## src/rtl/clock_pkg.sv

```systemverilog
// -----------------------------------------------------------------------------
// clock_pkg
// Shared types and constants for the clock time-keeping datapath.
//   state_e      : time_set_ctrl FSM states
//   edit_field_e : codes presented on o_edit_field
//   HOUR_MAX     : largest legal hour value (24-hour clock)
//   MIN_MAX      : largest legal minute/second value
// -----------------------------------------------------------------------------
package clock_pkg;

  typedef enum logic [2:0] {
    RUN,
    SET_HOUR,
    SET_MIN,
    SET_SEC,
    COMMIT
  } state_e;

  typedef enum logic [1:0] {
    FIELD_NONE = 2'd0,
    FIELD_HOUR = 2'd1,
    FIELD_MIN  = 2'd2,
    FIELD_SEC  = 2'd3
  } edit_field_e;

  localparam int HOUR_MAX = 23;
  localparam int MIN_MAX  = 59;

  // Field highlighted on the display for a given controller state.
  function automatic edit_field_e field_of(input state_e s);
    case (s)
      SET_HOUR: return FIELD_HOUR;
      SET_MIN:  return FIELD_MIN;
      SET_SEC:  return FIELD_SEC;
      default:  return FIELD_NONE;
    endcase
  endfunction

endpackage

```

## src/rtl/wrap_updown.sv

```systemverilog
// -----------------------------------------------------------------------------
// wrap_updown
// Combinational modulo (MAX_VAL+1) up/down step for one time field.
//   value      : current field value
//   up         : step +1, wrapping MAX_VAL -> 0
//   down       : step -1, wrapping 0 -> MAX_VAL
//   next_value : stepped value; unchanged when neither or both are set
// -----------------------------------------------------------------------------
module wrap_updown #(
  parameter int WIDTH   = 6,
  parameter int MAX_VAL = 59
) (
  input  logic [WIDTH-1:0] value,
  input  logic             up,
  input  logic             down,
  output logic [WIDTH-1:0] next_value
);

  localparam logic [WIDTH-1:0] MAX_W = WIDTH'(MAX_VAL);

  always_comb begin
    // NOTE: every output of a combinational block gets a default first, so no
    // path leaves it unassigned and no latch is inferred.
    next_value = value;
    if (up && !down) begin
      // >= rather than == so a stray out-of-range value still wraps to 0.
      next_value = (value >= MAX_W) ? '0 : value + 1'b1;
    end else if (down && !up) begin
      next_value = (value == '0) ? MAX_W : value - 1'b1;
    end
  end

endmodule

```

## src/rtl/time_set_ctrl.sv

```systemverilog
// -----------------------------------------------------------------------------
// time_set_ctrl
// Mode controller between the button debouncers and the sec/min/hour counter
// chain. In RUN the counters advance; a mode press snapshots the current time
// into edit registers and freezes the counters while the user steps through
// hour, minute and second. The final mode press issues a one-cycle parallel
// load; P_TIMEOUT_SEC seconds without a button abandons the edit unloaded.
//
// Ports
//   clk, reset        : clock, synchronous active-high reset
//   i_one_sec_tick    : free-running 1 Hz single-cycle pulse
//   i_btn_mode/up/down: debounced single-cycle button pulses
//   i_hour/i_min/i_sec: live counter values, captured on edit entry
//   o_run_en          : counters advance while 1
//   o_load            : one-cycle load strobe
//   o_load_hour/min/sec: edit registers (valid with o_load)
//   o_edit_field      : 0 none, 1 hour, 2 minute, 3 second
//   o_blink           : visibility of the edited field, 1 = shown
// All outputs are registered.
// -----------------------------------------------------------------------------
module time_set_ctrl #(
  parameter int P_HOUR_BIT    = 5,
  parameter int P_MIN_BIT     = 6,
  parameter int P_TIMEOUT_SEC = 10
) (
  input  logic                  clk,
  input  logic                  reset,
  input  logic                  i_one_sec_tick,
  input  logic                  i_btn_mode,
  input  logic                  i_btn_up,
  input  logic                  i_btn_down,
  input  logic [P_HOUR_BIT-1:0] i_hour,
  input  logic [P_MIN_BIT-1:0]  i_min,
  input  logic [P_MIN_BIT-1:0]  i_sec,
  output logic                  o_run_en,
  output logic                  o_load,
  output logic [P_HOUR_BIT-1:0] o_load_hour,
  output logic [P_MIN_BIT-1:0]  o_load_min,
  output logic [P_MIN_BIT-1:0]  o_load_sec,
  output logic [1:0]            o_edit_field,
  output logic                  o_blink
);

  import clock_pkg::*;

  localparam int                    TO_W       = $clog2(P_TIMEOUT_SEC + 1);
  localparam logic [TO_W-1:0]       TIMEOUT_W  = TO_W'(P_TIMEOUT_SEC);
  localparam logic [P_HOUR_BIT-1:0] HOUR_MAX_W = P_HOUR_BIT'(HOUR_MAX);
  localparam logic [P_MIN_BIT-1:0]  MIN_MAX_W  = P_MIN_BIT'(MIN_MAX);

  state_e                state_q, state_d;
  logic [P_HOUR_BIT-1:0] hour_q, hour_d, hour_adj;
  logic [P_MIN_BIT-1:0]  min_q, min_d, min_adj;
  logic [P_MIN_BIT-1:0]  sec_q, sec_d;
  logic [TO_W-1:0]       to_q, to_d;
  logic                  blink_q, blink_d;
  logic                  run_en_q, run_en_d;
  logic                  load_q, load_d;
  logic [1:0]            edit_field_q, edit_field_d;

  // A single up or down press adjusts; both at once cancel out.
  logic adj_pulse;
  logic btn_any;
  assign adj_pulse = i_btn_up ^ i_btn_down;
  assign btn_any   = i_btn_mode | i_btn_up | i_btn_down;

  wrap_updown #(
    .WIDTH   (P_HOUR_BIT),
    .MAX_VAL (HOUR_MAX)
  ) u_hour_wrap (
    .value      (hour_q),
    .up         (i_btn_up),
    .down       (i_btn_down),
    .next_value (hour_adj)
  );

  wrap_updown #(
    .WIDTH   (P_MIN_BIT),
    .MAX_VAL (MIN_MAX)
  ) u_min_wrap (
    .value      (min_q),
    .up         (i_btn_up),
    .down       (i_btn_down),
    .next_value (min_adj)
  );

  always_comb begin
    state_d = state_q;
    hour_d  = hour_q;
    min_d   = min_q;
    sec_d   = sec_q;
    to_d    = to_q;
    blink_d = blink_q;

    case (state_q)
      RUN: begin
        to_d    = '0;
        blink_d = 1'b1;
        if (i_btn_mode) begin
          state_d = SET_HOUR;
          // Clamp so the edit registers never hold an illegal time.
          hour_d  = (i_hour > HOUR_MAX_W) ? '0 : i_hour;
          min_d   = (i_min  > MIN_MAX_W)  ? '0 : i_min;
          sec_d   = (i_sec  > MIN_MAX_W)  ? '0 : i_sec;
        end
      end

      SET_HOUR, SET_MIN, SET_SEC: begin
        if (i_btn_mode) begin
          case (state_q)
            SET_HOUR: state_d = SET_MIN;
            SET_MIN:  state_d = SET_SEC;
            default:  state_d = COMMIT;
          endcase
          to_d    = '0;
          blink_d = 1'b1;
        end else if (adj_pulse) begin
          case (state_q)
            SET_HOUR: hour_d = hour_adj;
            SET_MIN:  min_d  = min_adj;
            default:  sec_d  = '0;   // seconds can only be zeroed
          endcase
          to_d    = '0;
          blink_d = 1'b1;
        end else begin
          if (i_one_sec_tick) begin
            blink_d = ~blink_q;
          end
          // Up+down together still counts as activity, and any button
          // outranks a coincident expiry.
          if (btn_any) begin
            to_d = '0;
          end else if (i_one_sec_tick) begin
            if ((to_q + 1'b1) == TIMEOUT_W) begin
              state_d = RUN;
              to_d    = '0;
              blink_d = 1'b1;
            end else begin
              to_d = to_q + 1'b1;
            end
          end
        end
      end

      COMMIT: begin
        state_d = RUN;
        blink_d = 1'b1;
      end

      default: begin
        state_d = RUN;
        to_d    = '0;
        blink_d = 1'b1;
      end
    endcase

    // Outputs are decoded from the next state so they are registered yet
    // still line up with the state they describe.
    run_en_d     = (state_d == RUN);
    load_d       = (state_d == COMMIT);
    edit_field_d = field_of(state_d);
  end

  // NOTE: state is updated with non-blocking assignments so every flop samples
  // the pre-edge values, independent of statement order.
  always_ff @(posedge clk) begin
    // NOTE: the reset is synchronous and covers every flop, including the edit
    // registers, so a reset mid-edit leaves nothing of the edit behind.
    if (reset) begin
      state_q      <= RUN;
      hour_q       <= '0;
      min_q        <= '0;
      sec_q        <= '0;
      to_q         <= '0;
      blink_q      <= 1'b1;
      run_en_q     <= 1'b1;
      load_q       <= 1'b0;
      edit_field_q <= FIELD_NONE;
    end else begin
      state_q      <= state_d;
      hour_q       <= hour_d;
      min_q        <= min_d;
      sec_q        <= sec_d;
      to_q         <= to_d;
      blink_q      <= blink_d;
      run_en_q     <= run_en_d;
      load_q       <= load_d;
      edit_field_q <= edit_field_d;
    end
  end

  assign o_run_en     = run_en_q;
  assign o_load       = load_q;
  assign o_load_hour  = hour_q;
  assign o_load_min   = min_q;
  assign o_load_sec   = sec_q;
  assign o_edit_field = edit_field_q;
  assign o_blink      = blink_q;

endmodule

```

## config.mk

```make
export PLATFORM = sky130hd
export DESIGN_NAME = time_set_ctrl
export DESIGN_NICKNAME = d
export VERILOG_FILES = /design/src/rtl/clock_pkg.sv /design/src/rtl/wrap_updown.sv /design/src/rtl/time_set_ctrl.sv
export SDC_FILE = /design/constraint.sdc
export NUM_CORES = 1
export LEC_CHECK = 0
export ABC_AREA = 1
export CAP_MARGIN = 0
export CORE_UTILIZATION = 54
export DETAILED_ROUTE_END_ITERATION = 10
export HOLD_SLACK_MARGIN = 0.08
export PLACE_DENSITY = 0.91
export SKIP_LAST_GASP = 1
export SLEW_MARGIN = 10
export SYNTH_ARGS = -nofsm -noshare
export SYNTH_HDL_FRONTEND = slang
export SYNTH_SLANG_ARGS = --single-unit
```

## constraint.sdc

```tcl
create_clock -name clk -period 3.22 [get_ports clk]
set_input_delay 0.483 -clock clk [delete_from_list [all_inputs] [get_ports clk]]
set_output_delay 0.483 -clock clk [all_outputs]
set_load 0.01 [all_outputs]
```

Word-level counts from Yosys, hierarchy flattened --
Index checks and enable logic that the tools add are counted.
Storage, ports and cells: input bits 23, register bits 29, output and inout bits 22, word-level logic and storage cells 103
Operators by class: bitwise logic cells 6, add/sub/neg operators 5, magnitude comparators 5, multiplexer cells 45, equality and inequality tests 17, reduce and logical (&&, ||, !) cells 16
Operators by type and width (number):
- $mux 6 | 14
- $mux 5 | 9
- $pmux 6 s2 | 2
- $mux 4 | 5
- $mux 3 | 6
- $eq 3x2->1 const B | 4
- $gt 6x6->1 const B | 2
- $ne 2x2->1 const B | 6
- $pmux 3 s2 | 2
- $reduce_and 6->1 | 2
- $pmux 5 s2 | 1
- $pmux 4 s2 | 1
- $add 6x1->6 const B | 1
- $eq 3x1->1 const B | 2
- $eq 3x3->1 const B | 2
- $ge 6x6->1 const B | 1
- $logic_not 3->1 | 2
- $logic_not 6->1 | 1
- $pmux 2 s3 | 1
- $sub 6x1->6 const B | 1
- $add 5x1->5 const B | 1
- $ge 5x5->1 const B | 1
- $gt 5x5->1 const B | 1
- $logic_not 5->1 | 1
- other kinds (17) | 25

Depth between registers and ports, before layout --
Gate-level depths: netlist of the first run.
word-level depth 10, mapped depth 11, gate-level depth less buffers 11

Modules after synthesis --
Synthesis of the first run repeated with hierarchy kept, for this count alone.
Unflattened totals: cell total of the unflattened synthesis 336, area, all modules 2104.5 µm²
Modules (own cells, without submodules):
- time_set_ctrl | cells an instance 209, instances 1, sequential area each 580.6 µm², area an instance 1428.9 µm²
- wrap_updown at u_min_wrap | cells an instance 75, instances 1, sequential area each 0.0 µm², area an instance 387.9 µm²
- wrap_updown at u_hour_wrap | cells an instance 52, instances 1, sequential area each 0.0 µm², area an instance 287.8 µm²

Worst setup path after synthesis of the first run --
OpenSTA, ideal clock, no wires.
kind in2reg, start input i_btn_down, end register min_q[5] (netlist: o_load_min[5]), required time 3150 ps, buffers on the path 1, setup slack 1580 ps, setup time 70 ps, stages on the path 11, data arrival time 1570 ps, cells stage by stage inv_1 ha_1 buf_4 clkinv_1 nor2_1 nand3_1 nand2_1 inv_1 nand2_1 nand2_1 a21oi_1
On the way: longest elaborated chain between the ends 7, elaborated cells on any way between the ends 12, classes of those cells eq/ne (2); mux (5); bitwise (1); reduce/logical (4)
RTL lines:
- start: declaration | line time_set_ctrl.sv:31 | input logic i_btn_down,
- $logic_not 1->1 | line wrap_updown.sv:25 | if (up && !down) begin
- $logic_and 1x1->1 | line wrap_updown.sv:25
- $mux 6 | line wrap_updown.sv:25
- $mux 6 | line time_set_ctrl.sv:118 | case (state_q)
- $mux 6 | line time_set_ctrl.sv:117 | end else if (adj_pulse) begin
- $mux 6 | line time_set_ctrl.sv:109 | if (i_btn_mode) begin
- $pmux 6 s2 | line time_set_ctrl.sv:95 | case (state_q)
- end signal: assignment | line time_set_ctrl.sv:182 | min_q <= min_d;
- end: declaration | line time_set_ctrl.sv:53 | logic [P_MIN_BIT-1:0] min_q, min_d, min_adj;
Parallel ways exist; a longest one is shown, timed or not. The select of a mux whose other input is x is not followed. A chain may end at the register's enable or synchronous reset.

Final worst setup path of the first run --
Same ends and word-level chain as after synthesis.

==> results_dict.tcl, run 1 <==
set metrics [dict create \
    p_leak_uw 0.00104 \
    crit_arrival_ns 2.38 \
    ir_drop_mv 0.290 \
    drc_errors 0 \
    cts_tree "yes" \
    cp.required_ns 3.49 \
    synth_top_area_share_pct 30.0 \
    period_minus_slack_ns 2.11 \
    fin_skew_ns 0.0140 \
    antenna_found_initial 0 \
    dp_cells 376 \
    overflow 0 \
    synth-simple-area-share_pct 39.1 \
    wl_per_cell_um 11.1 \
    floorplan.initialDensity_pct 57.0 \
    use_met3_pct 4.35 \
    rows 21 \
    period_share_pct 65.5 \
    cp-end-kind "flip-flop" \
    htree_levels 2 \
    drt_iter0_markers 155 \
    syn_to_final_growth_pct 28.1 \
    whs_ns 0.468 \
    gp_congestion 0.937 \
    antenna_cells 0 \
    slew_headroom_pct 68.3 \
    synthAdderAreaFrac_pct 5.83 \
    vias 2034 \
    root_buffer "clkbuf_4" \
    dieHeight_um 61.8 \
    ys_seq_area_share_pct 30.0 \
    dp_hpwl_mm 3.28 \
    worstReg2RegStart "state_q[1]" \
    busiest_layer "met2" \
    grt_pass1_vias 1638 \
    r2r-end "to_q[1]" \
    hold_depth 2 \
    use_met1_pct 31.6 \
    synth_most_common_cell "nand2_1" \
    synth_compound_area_share_pct 15.1 \
    synth_flop_cell "dfxtp_1" \
    power.density_nw_per_um2 417 \
    finalMaxSlewViolations 0 \
    routed_wl_mm 4.27 \
    ys_async_sr_fraction_pct 0 \
    io_buffer_count 44 \
    coreArea_um2 3390 \
    ys_ff_latch 29 \
    io_pins 45 \
    cts_buffer_depth 2 \
    fp.dieW_um 61.8 \
    synth_nets 323 \
    syn_area_um2 1930 \
    synth-xor-area-share_pct 1.81 \
    finalSetupViolCount 0 \
    worstSetupStartpointType "primary input" \
    fin_setup_tns_ns 0 \
    yosysTopAreaCell "dfxtp_1" \
    ys_top_cells_by_area "dfxtp_1 (30%), nand2_1 (15%), nand3_1 (8.8%), a21oi_1 (7.5%), ha_1 (5.8%)" \
    syn_area_per_cell_um2 6.64 \
    worst_skew_pair.late_latency_ns 0.32 \
    reg2reg_setup_slack_ns 1.53 \
    drt_pass1_iterations 4 \
    hold_class "reg -> reg" \
    grt_pass1_wl_mm 6.98 \
    max_freq_mhz 474 \
    maxCapViolCount 0 \
    hold_path.startpoint "o_load_sec[0]" \
    setup_ws_ns 1.11 \
    layout-drive-gt1-share_pct 7.40 \
    met2_usage_pct 42.5 \
    worstSetupPathType "in -> reg" \
    hold_buffers 0 \
    synth_common_cells "nand2_1 (75), nand3_1 (34), a21oi_1 (29), dfxtp_1 (29), inv_1 (29)" \
    synth.mux.area_fraction_pct 0 \
    yosysUniqueCellTypes 34 \
    die-area_um2 3820 \
    grt_max_degree 22 \
    r2r_cells 7 \
    cts_buffers 5 \
    status "finished clean" \
    cts_sinks 29 \
    synth_warnings 0 \
    dp_slack_ns 0.801 \
    worstSetupStartpoint "i_btn_down" \
    synthCells 291 \
    antenna_left 0 \
    post_cts_resize_count 0 \
    final-instance-count-excl-fill 384 \
    nNetsFinal 369 \
    hold_viol_final 0 \
    cts_setup_buffers 0 \
    synth_top_family_by_area "simple AND/OR/NAND/NOR gates" \
    worstHoldEndpoint "o_load_sec[0]" \
    clk_pin_slew_ns 0.10 \
    cp_max_fo 10 \
    max_slew.worst_pin.slew_ns 0.469 \
    rsz0062_at_grt "false" \
    grt_usage_pct 24.4 \
    routed_via_density 5.30 \
    synth_edf_count 0 \
]
layout by cell type, fill, tap and decap left out, drive strengths merged:
master and instances:
nand2 77, clkdlybuf4s50 44, nand3 36, inv 32, a21oi 32, dfxtp 29, nor2 29, o21ai 17
ha 9, clkbuf 7, nand4 6, xor2 4, nand3b 4, a31oi 2, clkinv 2, nor3 2
or2 2, a41oi 1, o211ai 1, a211oi 1, buf 1
where the power goes:
group | total [µW] | internal [µW] | switching, µW | leakage [µW]
sequential | 424 | 387 | 36.9 | 0.000237
clock | 256 | 126 | 129 | 0.0000413
combinational | 354 | 161 | 193 | 0.000762
total | 1030 | 674 | 359 | 0.00104
layer usage:
layer  share of wire (%)  vias to the layer above
li1                    -                     1057
met1                  47                      928
met2                  49                       46
met3                 3.7                        3
met4                0.49                        0
met5                   0                        -
logic make-up (layout without fill, tap and decap cells):
logic type | Yosys count | in the layout
and+or+nand+nor | 156 | 156
xor gates and xnor gates | 4 | 4
DFF | 29 | 29
AOI/OAI and AO/OA | 54 | 54
buffers and inverters | 39 | 86
adders and majority gates | 9 | 9
flip-flops by register name (all words and copies together) (netlist names), named ones only:
signal,cells
o_load,1
o_edit_field,2
o_load_min,6
o_load_hour,5
to_q,4
state_q,3
o_run_en,1
o_load_sec,6
final cells by class:
type                    count  area [µm²]
repair buffers             45         448
clock inverters             1        5.00
flip-flops and latches     29         581
inverters                  33         124
clock buffers               7        65.1
multi-input cells         223        1200
fillers                   263         913
well taps                  46        57.6
metrics by stage:
stage | total power [µW] | util, % | cell area [µm²]
6_report | 1030 | 73.1 | 2480
4_1_cts | 1030 | 73.1 | 2480
3_3_place_gp | 777 | 71.0 | 2410
5_1_grt | 1100 | 73.1 | 2480
2_1_floorplan | 655 | - | 1930
3_5_place_dp | 781 | 71.0 | 2410
how the worst max path moves through the flow:
stage	cells past startpoint	slack, ns	end
floorplan	11	1.58	o_load_min[5]
global placement	11	0.88	o_load_min[5]
detailed placement	11	0.80	o_load_min[5]
CTS	11	1.14	o_load_min[5]
global route	9	0.94	o_load_min[2]
finish	11	1.11	o_load_min[5]
worst max-delay path, stage by stage:
cell and delay (ns):
clkdlybuf4s50_1 0.45, inv_1 0.11, ha_1 0.34, clkinv_1 0.29
nor2_1 0.29, nand3_1 0.11, nand2_1 0.07, inv_1 0.04
nand2_1 0.05, nand2_1 0.04, a21oi_1 0.10
Note: power is estimated with default switching activity, not from simulation.
==> run 2: changes to the inputs <==
CORE_UTILIZATION = 50   (was 54)
PLACE_DENSITY = 0.86   (was 0.91)
clock period = 2.1 ns   (was 3.22 ns; I/O delays follow)
==> results_dict.tcl, run 2 (synthesized netlist as in run 1, its figures left out) <==
set metrics [dict create \
    hold_path.startpoint "o_load_sec[5]" \
    rows 22 \
    cts_setup_buffers 0 \
    io_buffer_count 44 \
    crit_arrival_ns 1.94 \
    nNetsFinal 372 \
    slew_headroom_pct 67.8 \
    placedInstanceArea_um2 2430 \
    io_pins 45 \
    gp_congestion 0.879 \
    final_common_cell "nand2_1" \
    grt_usage_pct 24.7 \
    cp.required_ns 2.28 \
    routed_via_density 5.32 \
    hold_class "reg -> reg" \
    use_met1_pct 28.4 \
    htree_levels 2 \
    wl_per_cell_um 11.5 \
    num-fill-cells 344 \
    busiest_layer "met2" \
    status "finished clean" \
    met2_usage_pct 45.2 \
    fin_skew_ns 0.00501 \
    syn_to_final_growth_pct 30.2 \
    hold_viol_final 0 \
    root_buffer "clkbuf_8" \
    use_met3_pct 4.29 \
    power.density_nw_per_um2 653 \
    grt_max_degree 21 \
    die-area_um2 4120 \
    worst_skew_pair.late_latency_ns 0.28 \
    p_leak_uw 0.00106 \
    cts_buffer_depth 2 \
    hold_buffers 0 \
    overflow 0 \
    grt_pass1_wl_mm 8.08 \
    floorplan.initialDensity_pct 52.4 \
    coreArea_um2 3690 \
    maxCapViolCount 0 \
    hold_depth 2 \
    cts_buffers 5 \
    cts_sinks 29 \
    dieHeight_um 64.2 \
    routed_wl_mm 4.47 \
    layout_common_cells "nand2_1 (75), clkdlybuf4s50_1 (44), nand3_1 (34)" \
    cp_max_fo 7 \
    worstSetupStartpoint "i_btn_up" \
    finalSetupViolCount 0 \
    worstSetupStartpointType "primary input" \
    period_minus_slack_ns 1.76 \
    clk_pin_slew_ns 0.07 \
    period_share_pct 84.0 \
    vias 2068 \
    final_cell_area_um2 2520 \
    cp-end-kind "flip-flop" \
    antenna_found_initial 0 \
    worstSetupPathType "in -> reg" \
    dp_hpwl_mm 3.40 \
    antenna_cells 0 \
    finalMaxSlewViolations 0 \
    drc_errors 0 \
    fin_setup_tns_ns 0 \
    drt_pass1_iterations 4 \
    layout-drive-gt1-share_pct 8.21 \
    grt_pass1_vias 1987 \
    antenna_left 0 \
    ir_drop_mv 0.639 \
    worstReg2RegStart "state_q[1]" \
    drt_iter0_markers 250 \
    max_freq_mhz 567 \
    r2r_cells 8 \
    rsz0062_at_grt "false" \
    fp.dieW_um 64.2 \
    cts_tree "yes" \
    post_cts_resize_count 0 \
    max_slew.worst_pin.slew_ns 0.477 \
]
==> run 2: cell count changes in the layout (fill, tap and decap cells not counted) <==
cell	before	now
clkinvlp_4	0	1
clkinv_2	1	2
clkbuf_4	5	0
clkbuf_8	2	5
buf_4	1	4
==> run 2: where the power goes <==
part / switching (µW) / leakage [µW] / internal [µW]
clock network: 218 / 0.0000439 / 228
logic: 295 / 0.000776 / 249
registers: 58.4 / 0.000237 / 594
==> run 2: layer usage <==
layer	vias to the layer above	share of wire, %	wire length [µm]
met3	7	5.9	262
met4	0	1.0	45
li1	1066	-	-
met5	-	0	0
met1	943	43	1940
met2	52	50	2220
==> run 2: worst paths after layout <==
kind         slack, ns              to
max               0.34  o_load_hour[0]
min               0.47   o_load_sec[5]
max reg2reg       0.39   o_load_sec[4]
min reg2reg       0.47   o_load_sec[5]
==> run 2: cell type report <==
class,instances,area [µm²],area share (%)
clock buffers,5,68.8,2.73
multi-input cells,223,1200,47.5
repair buffers,48,470,18.7
inverters,33,124,4.92
well taps,48,60.1,2.39
flip-flops and latches,29,581,23.1
clock inverters,3,17.5,0.696
==> run 2: worst max-delay path: stages <==
cell and delay (ns):
clkdlybuf4s50_1 0.48, inv_1 0.07, ha_1 0.35, a21oi_2 0.13, nand2_2 0.07, nand2_4 0.10
nand3b_4 0.11, inv_1 0.11, nand2_1 0.06, a21oi_1 0.11, nor2_1 0.05
==> run 2: stage by stage <==
step	total power (µW)	hold WS [ns]	std cells	worst slack [ns]	util, %
after floorplan	1000	0.399	291	0.628	-
after global placement	1190	0.457	381	0.0655	65.9
after detailed placement	1210	0.459	381	0.0304	65.9
after CTS	1650	0.468	389	0.328	68.2
after global routing	1750	0.505	389	0.184	68.2
final	1640	0.467	389	0.336	68.2
